### config.mk
export PLATFORM = sky130hd
export DESIGN_NAME = oled_screen_arbiter_flat
export DESIGN_NICKNAME = d
export VERILOG_FILES = /design/src/rtl/oled_screen_arbiter_if.sv /design/src/rtl/oled_screen_arbiter.sv /design/src/flat_wrapper.sv
export SDC_FILE = /design/constraint.sdc
export NUM_CORES = 1
export LEC_CHECK = 0
export CAP_MARGIN = 20
export CORE_ASPECT_RATIO = 1.1
export CORE_MARGIN = 5
export CORE_UTILIZATION = 35
export DETAILED_ROUTE_END_ITERATION = 10
export PLACE_DENSITY = 0.85
export SLEW_MARGIN = 20
export SYNTH_ARGS = -nofsm -noshare
export SYNTH_HDL_FRONTEND = slang
export SYNTH_SLANG_ARGS = --single-unit
### constraint.sdc
create_clock -name basys_clock -period 1.9 [get_ports basys_clock]
set_input_delay 0.19 -clock basys_clock [delete_from_list [all_inputs] [get_ports basys_clock]]
set_output_delay 0.19 -clock basys_clock [all_outputs]
set_load 0.02 [all_outputs]
### src/rtl/oled_screen_arbiter_if.sv
// Pixel-bus bundle between the screen renderers, the arbiter and Oled_Display.
// Latency: none, this is wiring only.
// Backpressure: none, the display pulls pixels at its own rate.
interface oled_screen_arbiter_if;
  logic        frame_begin;
  logic [3:0]  req;
  logic [63:0] src_pixel;
  logic        lock;
  logic [3:0]  grant;
  logic [15:0] oled_data;
  logic        blanking;
  logic [7:0]  frame_count;
  logic        switch_pulse;

  // Renderer/display side: drives requests, pixels and the frame strobe.
  modport master (
    output frame_begin, req, src_pixel, lock,
    input  grant, oled_data, blanking, frame_count, switch_pulse
  );

  // Arbiter side.
  modport slave (
    input  frame_begin, req, src_pixel, lock,
    output grant, oled_data, blanking, frame_count, switch_pulse
  );
endinterface

### src/rtl/oled_screen_arbiter.sv
// Frame-aligned owner arbiter for the shared OLED pixel bus, priority to source 0.
// Latency: grant changes 4 cycles after a frame_begin rise; pixel path is combinational.
// Backpressure: none; requests are sampled only on frame edges, lock freezes switching.
module oled_screen_arbiter #(
  parameter int          N_SRC           = 4,
  parameter int          MIN_HOLD_FRAMES = 4,
  parameter int          BLANK_FRAMES    = 2,
  parameter logic [15:0] BLANK_COLOUR    = 16'h0000
) (
  input  logic                  basys_clock,
  input  logic                  reset,
  oled_screen_arbiter_if.slave  bus
);

  localparam logic [7:0] MIN_HOLD = 8'(MIN_HOLD_FRAMES);
  localparam logic [3:0] BLANK_N  = 4'(BLANK_FRAMES);

  typedef enum logic [1:0] {ST_IDLE, ST_SHOW, ST_BLANK} state_t;

  // Frame-strobe synchronizer and edge detector
  logic r_fb_s1, r_fb_s2, r_fb_d;
  logic r_vld1, r_vld2;   // synchronizer holds real samples (not reset values)
  logic r_armed;          // a low level has been seen since reset
  logic r_fe;

  // FSM state
  state_t           r_state, w_state_nxt;
  logic [N_SRC-1:0] r_grant, w_grant_nxt;
  logic [7:0]       r_frame_count, w_fc_nxt;
  logic [3:0]       r_blank_cnt, w_blank_nxt;
  logic             r_pulse, w_pulse_nxt;

  logic [N_SRC-1:0] w_winner;
  logic [7:0]       w_fc_inc;
  logic [3:0]       w_blank_inc;

  // Synchronize frame_begin; only a rise seen after a real low level counts,
  // so a strobe already high when reset releases is ignored.
  always_ff @(posedge basys_clock or negedge reset) begin
    if (!reset) begin
      r_fb_s1 <= 1'b0;
      r_fb_s2 <= 1'b0;
      r_fb_d  <= 1'b0;
      r_vld1  <= 1'b0;
      r_vld2  <= 1'b0;
      r_armed <= 1'b0;
      r_fe    <= 1'b0;
    end else begin
      r_fb_s1 <= bus.frame_begin;
      r_fb_s2 <= r_fb_s1;
      r_fb_d  <= r_fb_s2;
      r_vld1  <= 1'b1;
      r_vld2  <= r_vld1;
      r_armed <= r_armed | (r_vld2 & ~r_fb_s2);
      r_fe    <= r_armed & r_fb_s2 & ~r_fb_d;
    end
  end

  // Fixed-priority winner: lowest requesting index
  always_comb begin
    w_winner = '0;
    if      (bus.req[0]) w_winner = 4'b0001;
    else if (bus.req[1]) w_winner = 4'b0010;
    else if (bus.req[2]) w_winner = 4'b0100;
    else if (bus.req[3]) w_winner = 4'b1000;
  end

  assign w_fc_inc    = (r_frame_count == 8'hFF) ? 8'hFF : r_frame_count + 8'd1;
  assign w_blank_inc = r_blank_cnt + 4'd1;

  // Next-state logic: all decisions taken on the frame edge only
  always_comb begin
    w_state_nxt = r_state;
    w_grant_nxt = r_grant;
    w_fc_nxt    = r_frame_count;
    w_blank_nxt = r_blank_cnt;
    w_pulse_nxt = 1'b0;
    if (r_fe) begin
      case (r_state)
        ST_IDLE: begin
          if (!bus.lock && (|bus.req)) begin
            w_state_nxt = ST_SHOW;
            w_grant_nxt = w_winner;
            w_fc_nxt    = 8'd0;
            w_pulse_nxt = 1'b1;
          end
        end
        ST_SHOW: begin
          w_fc_nxt = w_fc_inc;
          if (!bus.lock) begin
            // One-hot compare: a smaller value is a higher-priority source.
            if (((bus.req & r_grant) == '0) ||
                ((w_winner < r_grant) && (w_fc_inc >= MIN_HOLD))) begin
              w_state_nxt = ST_BLANK;
              w_grant_nxt = '0;
              w_fc_nxt    = 8'd0;
              w_blank_nxt = 4'd0;
            end
          end
        end
        ST_BLANK: begin
          if (!bus.lock) begin
            if (w_blank_inc == BLANK_N) begin
              w_blank_nxt = 4'd0;
              if (|bus.req) begin
                w_state_nxt = ST_SHOW;
                w_grant_nxt = w_winner;
                w_fc_nxt    = 8'd0;
                w_pulse_nxt = 1'b1;
              end else begin
                w_state_nxt = ST_IDLE;
              end
            end else begin
              w_blank_nxt = w_blank_inc;
            end
          end
        end
        default: begin
          w_state_nxt = ST_IDLE;
          w_grant_nxt = '0;
          w_fc_nxt    = 8'd0;
          w_blank_nxt = 4'd0;
        end
      endcase
    end
  end

  // FSM state registers
  always_ff @(posedge basys_clock or negedge reset) begin
    if (!reset) begin
      r_state       <= ST_IDLE;
      r_grant       <= '0;
      r_frame_count <= 8'd0;
      r_blank_cnt   <= 4'd0;
      r_pulse       <= 1'b0;
    end else begin
      r_state       <= w_state_nxt;
      r_grant       <= w_grant_nxt;
      r_frame_count <= w_fc_nxt;
      r_blank_cnt   <= w_blank_nxt;
      r_pulse       <= w_pulse_nxt;
    end
  end

  // Pixel mux keyed on the registered grant; blank colour when nobody owns the bus
  always_comb begin
    case (r_grant)
      4'b0001: bus.oled_data = bus.src_pixel[15:0];
      4'b0010: bus.oled_data = bus.src_pixel[31:16];
      4'b0100: bus.oled_data = bus.src_pixel[47:32];
      4'b1000: bus.oled_data = bus.src_pixel[63:48];
      default: bus.oled_data = BLANK_COLOUR;
    endcase
  end

  assign bus.grant        = r_grant;
  assign bus.blanking     = (r_state != ST_SHOW);
  assign bus.frame_count  = r_frame_count;
  assign bus.switch_pulse = r_pulse;

endmodule

### src/flat_wrapper.sv
// flat-port wrapper written by rule: the top's interface ports become plain ports
module oled_screen_arbiter_flat 
#(
  parameter int          N_SRC           = 4,
  parameter int          MIN_HOLD_FRAMES = 4,
  parameter int          BLANK_FRAMES    = 2,
  parameter logic [15:0] BLANK_COLOUR    = 16'h0000
)
  (basys_clock, reset, bus_frame_begin, bus_req, bus_src_pixel, bus_lock, bus_grant, bus_oled_data, bus_blanking, bus_frame_count, bus_switch_pulse);
  oled_screen_arbiter_if bus_i ();
  input  logic basys_clock;
  input  logic reset;
  input wire logic [$bits(bus_i.frame_begin)-1:0] bus_frame_begin;
  input wire logic [$bits(bus_i.req)-1:0] bus_req;
  input wire logic [$bits(bus_i.src_pixel)-1:0] bus_src_pixel;
  input wire logic [$bits(bus_i.lock)-1:0] bus_lock;
  output wire logic [$bits(bus_i.grant)-1:0] bus_grant;
  output wire logic [$bits(bus_i.oled_data)-1:0] bus_oled_data;
  output wire logic [$bits(bus_i.blanking)-1:0] bus_blanking;
  output wire logic [$bits(bus_i.frame_count)-1:0] bus_frame_count;
  output wire logic [$bits(bus_i.switch_pulse)-1:0] bus_switch_pulse;
  assign bus_i.frame_begin = bus_frame_begin;
  assign bus_i.req = bus_req;
  assign bus_i.src_pixel = bus_src_pixel;
  assign bus_i.lock = bus_lock;
  assign bus_grant = bus_i.grant;
  assign bus_oled_data = bus_i.oled_data;
  assign bus_blanking = bus_i.blanking;
  assign bus_frame_count = bus_i.frame_count;
  assign bus_switch_pulse = bus_i.switch_pulse;
  oled_screen_arbiter #(.N_SRC(N_SRC), .MIN_HOLD_FRAMES(MIN_HOLD_FRAMES), .BLANK_FRAMES(BLANK_FRAMES), .BLANK_COLOUR(BLANK_COLOUR)) u_core (.basys_clock(basys_clock), .reset(reset), .bus(bus_i));
endmodule
Yosys cells after proc, flatten, opt, wreduce, memory -nomap -nowiden:

Cells that the tools add are included.

* register bits: 26
* word-level logic and storage cells: 86

* add/subtract/negate cells: 2
* order comparisons: 2
* equality and inequality tests: 15
* multiplexer cells: 36
* bitwise operators: 8
* reductions and logical operators: 11

Operator list (count)
* $pmux 16 s4: 1
* $mux 8: 7
* $mux 4: 12
* $pmux 4 s3: 2
* $pmux 8 s3: 1
* $mux 2: 5
* $ne 2x1->1 const B: 5
* $reduce_and 5->1: 2
* $add 8x1->8 const B: 1
* $eq 4x2->1 const B: 2
* $eq 8x8->1 const B: 1
* $ge 8x3->1 const B: 1
* $reduce_and 7->1: 1
* $mux 1: 6
* $pmux 2 s3: 1
* $reduce_and 6->1: 1
* $add 4x1->4 const B: 1
* $and 4x4->4: 1
* $eq 4x1->1 const B: 1
* $eq 4x3->1 const B: 1
* $eq 4x4->1 const B: 1
* $logic_not 4->1: 1
* $lt 4x4->1: 1
* $ne 2x2->1 const B: 2
* 11 further kinds: 16

Depth between registers and ports, before layout:

Gate-level depths: netlist of the first run.

* word-level depth: 10
* mapped depth: 9
* depth with buffers taken out: 8

Worst setup path after synthesis of the first run:

OpenSTA, ideal clock, no wires.

* path type: register to register
* from: register u_core.r_frame_count[0] (netlist: u_core.bus.frame_count[0])
* to: register u_core.r_grant[0] (netlist: u_core.bus.grant[0])
* data arrival time: 1989 ps
* data required time: 1769 ps
* path slack: -219 ps
* cell stages (with the launch flop): 8
* path buffers: 0
* clock period less this slack: 2119 ps
* path through: dfrtp_1 ha_1 and2_2 a21oi_1 o32ai_1 a2111o_1 a21boi_4 o21ai_0

* longest elaborated chain between the ends: 7
* elaborated cells on any way between the ends: 8
* those cells by class: add/sub (1); order compare (1); eq/ne (2); mux (1); reduce/logical (3)

Ends and longest elaborated chain
* start: declaration: line oled_screen_arbiter.sv:29 `logic [7:0] r_frame_count, w_fc_nxt;`
* start signal: assignment: line oled_screen_arbiter.sv:139 `r_frame_count <= w_fc_nxt;`
* $add 8x1->8 or $eq 8x8->1 (tied branches): line oled_screen_arbiter.sv:68 `assign w_fc_inc = (r_frame_count == 8'hFF) ? 8'hFF : r_frame_count + 8'd1;`
* $mux 8 (*): line oled_screen_arbiter.sv:68
* $ge 8x3->1 (*): line oled_screen_arbiter.sv:93 `((w_winner < r_grant) && (w_fc_inc >= MIN_HOLD))) begin`
* $logic_and 1x1->1 (*): line oled_screen_arbiter.sv:93
* $logic_or 1x1->1 (*): line oled_screen_arbiter.sv:92 `if (((bus.req & r_grant) == '0) ||`
* $ne 2x1->1 (no line) (*)
* $reduce_and 7->1 (no line) (*)
* end signal: assignment: line oled_screen_arbiter.sv:138 `r_grant <= w_grant_nxt;`
* end: declaration: line oled_screen_arbiter.sv:28 `logic [N_SRC-1:0] r_grant, w_grant_nxt;`

Every way passes the cells marked *; elsewhere a longest branch is shown, timed or not.
A chain may end at the register's enable or synchronous reset.

Worst setup path in the final report of the first run:

* from: register u_core.r_grant[3] (netlist: u_core.bus.grant[3])
* to: output port bus_oled_data[0]

* longest elaborated chain between the ends: 2
* elaborated cells on any way between the ends: 5
* those cells by class: eq/ne (4); mux (1)

Ends and longest elaborated chain
* $eq 4x4->1 (tied with other cells): line oled_screen_arbiter.sv:147 `case (r_grant)`
* $pmux 16 s4 (*): line oled_screen_arbiter.sv:147
* end: declaration: line flat_wrapper.sv:18 `output wire logic [$bits(bus_i.oled_data)-1:0] bus_oled_data;`

Marked as above.

==> flow_summary.toml, run 1 <==
[outcome]
status = "finished, violations left"
violations = "negative setup slack"

[clock_tree]
cts.root.buffer_cell = "sky130_fd_sc_hd__clkbuf_8"
cts_buffers = 3
cts_tree = "built"
clock_tree.buffer_depth = 2
worstSkewPairLatency_ns = 0.28
htreeDepth = 1
clock_sink_count = 26
register_clock_pin_slew_on_the_reported_worst_setup_and_hold_paths_ns = 0.10

[floorplanning]
die_h_um = 85.9
floorplan.io_pins = 102
floorplan.core_area_um2 = 5030
start_util = 0.364
dieWidth_um = 79.0
fp-row-count = 27
fp.dieArea_um2 = 6790

[timing]
finalCriticalPeriod_ns = 2.01
drv_slew = 0
fin_worst_skew_ns = 0.00951
setup_viol = 27
rsz0062_at_grt = "yes"
finalCritPeriodShare = 1.06
setup_total_negative_slack_ns = -1.55
finalWorstSetupSlack_ns = -0.108
final_hold_viol_count = 0
timing.fmax_ghz = 0.498

[logic_synthesis]
ys_top_cells_by_count = "34 x sky130_fd_sc_hd__a22oi_1, 32 x sky130_fd_sc_hd__nand2_1, 26 x sky130_fd_sc_hd__dfrtp_1, 13 x sky130_fd_sc_hd__nor2_1, 11 x sky130_fd_sc_hd__o21ai_0"
cell_area_after_technology_mapping_um2 = 1830
cell_type_with_the_highest_aggregate_area_in_the_netlist = "sky130_fd_sc_hd__dfrtp_1"
synth_top_cell_area_share = 0.355
synth_enable_flop_cells = 0
synth-adder-area-share = 0.0409
yosysSeqAreaShare = 0.355
synth-async-reset-ratio = 1.00
main_combinational_cell_family_by_area_after_synthesis = "compound AO/OA/AOI/OAI gates"
synth_compound_gate_area_share = 0.328
synth_area_leaders = "sky130_fd_sc_hd__dfrtp_1 35%, sky130_fd_sc_hd__a22oi_1 14%, sky130_fd_sc_hd__nand2_1 6.5%, sky130_fd_sc_hd__ha_1 4.1%, sky130_fd_sc_hd__o21ai_0 3.0%"
synthesis.yosys.warnings = 0
synth.most_common_cell = "sky130_fd_sc_hd__a22oi_1"
synth_flop_cell = "sky130_fd_sc_hd__dfrtp_1"
synth.net_count = 292
synth-xor-area-share = 0.00477
synth.avg_cell_area_um2 = 8.57
synthSimpleGateAreaFrac = 0.221
ys_types = 51
netlist_instances = 214
yosys_register_bits = 26
synth.mux.area_fraction = 0.00546

[job]
drv_cap = 0

[setup_path]
crit_family = "buffers and inverters"
timing.critical_path.required_ns = 1.71
timing.critical_path.from = "u_core.bus.grant[3]"
critical-path-slowest-cell = "sky130_fd_sc_hd__dfrtp_2"
timing.rr.start = "u_core.r_blank_cnt[0]"
critical-path-max-stage-delay_ns = 0.50
crit_end_element = "primary output"
cp_data_arrival_time_ns = 1.82
path_common_cell = "sky130_fd_sc_hd__buf_4"
timing.critical_path.from_type = "flop"
cell_by_cell_trace_of_the_critical_path = "nor4_4 > buf_4 > buf_4 > a22oi_1 > nand2_1 > buf_4"
wp_buf_inv = 3
timing_worst_setup_path_type = "reg -> out"
critPathMaxFanout = 6

[power]
power.density_cell_area_nw_per_um2 = 990
worst_ir_drop_vdd_mv = 0.483
static-leakage-power_nw = 1.63

[routing]
via_count = 2572
drtAntennaViolNets = 0
post-route-drc-count = 0
finalWirelength_mm = 9.09
routed_via_density = 5.70
avgRoutedWirePerCell_um = 20.1
first_iter_violations = 119
dr.pass1.iters = 5

[global_route]
grt_antenna_before_repair = 1
grt_pass1_wl_mm = 12.2
via_count_of_the_first_global_routing_pass = 2503
grt_usage = 0.225
largest_net_degree_at_the_start_of_global_routing = 27
overflow = 0

[place]
pre_cts_ws_ns = -0.622
place_hpwl_mm = 5.66
finalWeightedCongestion = 0.906
dpl.cell_count = 415
io_buffer_count = 101

[min_path]
hold_class = "in -> async"

[final_layout]
finish.cell_count_without_fillers = 451
fin_nets = 471
areaGrowthSynthToFinish_pct = 111
layout-drive-gt1-share = 0.395
==> flip-flops by register name (all words and copies together), names as in the netlist <==
signal,cells
u_core.r_blank_cnt,4
u_core.r_fb_s1,1
u_core.r_armed,1
u_core.r_fb_s2,1
u_core.r_state,2
u_core.r_vld2,1
u_core.bus.frame_count,8
u_core.r_fe,1
u_core.r_vld1,1
u_core.bus.grant,4
u_core.r_fb_d,1
u_core.bus.switch_pulse,1
==> power breakdown <==
group          internal (W)  switching (W)  leakage (nW)
clock              0.000282       0.000185        0.0357
sequential         0.000666       0.000216         0.323
combinational       0.00128        0.00120          1.27
total               0.00223        0.00160          1.63
==> cells in the final DEF (no fill, tap or decap), types with 3 or more instances in the layout <==
cell / instances
sky130_fd_sc_hd__nand3_1: 4
sky130_fd_sc_hd__o2bb2ai_1: 4
sky130_fd_sc_hd__inv_2: 4
sky130_fd_sc_hd__inv_1: 7
sky130_fd_sc_hd__a22oi_2: 12
sky130_fd_sc_hd__nand2_1: 31
sky130_fd_sc_hd__nor2_1: 13
sky130_fd_sc_hd__ha_1: 4
sky130_fd_sc_hd__dfrtp_2: 8
sky130_fd_sc_hd__a21oi_2: 4
sky130_fd_sc_hd__o21ai_1: 5
sky130_fd_sc_hd__clkdlybuf4s50_1: 82
sky130_fd_sc_hd__nor4_4: 5
sky130_fd_sc_hd__clkbuf_8: 3
sky130_fd_sc_hd__o21ai_0: 5
sky130_fd_sc_hd__buf_12: 3
sky130_fd_sc_hd__a22oi_1: 22
sky130_fd_sc_hd__a21oi_1: 5
sky130_fd_sc_hd__nor3_1: 6
sky130_fd_sc_hd__dlygate4sd2_1: 3
sky130_fd_sc_hd__a31oi_1: 3
sky130_fd_sc_hd__buf_4: 67
sky130_fd_sc_hd__buf_6: 23
sky130_fd_sc_hd__dfrtp_1: 18
==> per-stage QoR <==
stage,area (µm²),utilization,power [W],hold WS (ns)
CTS,3500,0.695,0.00325,0.287
detailed placement,3310,0.658,0.00271,0.349
floorplan,1900,-,0.00176,-0.106
global route,3870,0.768,0.00403,0.313
finish,3870,0.768,0.00383,0.267
global placement,3310,0.658,0.00266,0.334
==> kinds of logic (layout without fill, tap and decap cells) <==
kind of cell,after synthesis,count (layout)
flip-flops,26,26
multiplexers,1,1
AO/OA/AOI/OAI,81,81
other,1,2
adder cells (fa/ha/maj),6,6
XOR/XNOR,1,1
buffers and inverters,18,195
AND/OR/NAND/NOR,80,81
==> cell type report <==
cell class / instances / area, µm²
Clock inverter: 1 / 30.0
Fill cell: 327 / 1170
Tap cell: 58 / 72.6
Inverter: 11 / 41.3
Timing Repair Buffer: 180 / 1680
Sequential cell: 26 / 661
Clock buffer: 3 / 41.3
Multi-Input combinational cell: 171 / 1340
Antenna cell: 1 / 2.50
==> worst register-to-register path: stages, from the launching register on <==
cell and delay, ns:
sky130_fd_sc_hd__dfrtp_2 0.47, sky130_fd_sc_hd__buf_4 0.16, sky130_fd_sc_hd__a21boi_2 0.21, sky130_fd_sc_hd__nor4_4 0.09, sky130_fd_sc_hd__o211ai_2 0.29, sky130_fd_sc_hd__nand2_2 0.16
sky130_fd_sc_hd__buf_4 0.16, sky130_fd_sc_hd__buf_4 0.13, sky130_fd_sc_hd__a311oi_1 0.23
==> routing by layer <==
metal / track usage / vias to the layer above / share of wire
li1: - / 1179 / -
met1: 0.235 / 1240 / 0.35
met2: 0.434 / 119 / 0.53
met3: 0.0431 / 34 / 0.075
met4: 0.0938 / 0 / 0.047
met5: 0 / - / 0
==> path summary, 6_finish.rpt <==
check                      slack [ns]  cells after the start                   endpoint
max                             -0.11                      6           bus_oled_data[0]
min                              0.27                      2  u_core.bus.frame_count[4]
max reg2reg                     -0.08                      8  u_core.bus.frame_count[4]
min reg2reg                      0.36                      0             u_core.r_fb_s2
max in group asynchronous        1.34                      2        u_core.bus.grant[2]
min in group basys_clock         0.36                      1             u_core.r_fb_s1
==> timing repair <==
item	4_1_cts	5_1_grt
pin swaps	9	21
setup endpoints to repair	34	36
cloned	2	3
gates resized for setup	92	67
hold buffers	0	0
buffers inserted	11	15
endpoints found under the hold margin	0	0
No activity file was read; power rests on OpenSTA's default activity.
==> inputs of run 2 (changes only) <==
SLEW_MARGIN = 10   (was 20)
==> results of run 2 <==
Final layout, timing and power as in run 1 (identical DEF).
==> inputs of run 3 (changes only) <==
CAP_MARGIN = 30   (was 20)
==> results of run 3 <==
Final layout, timing and power as in run 1 (identical DEF).
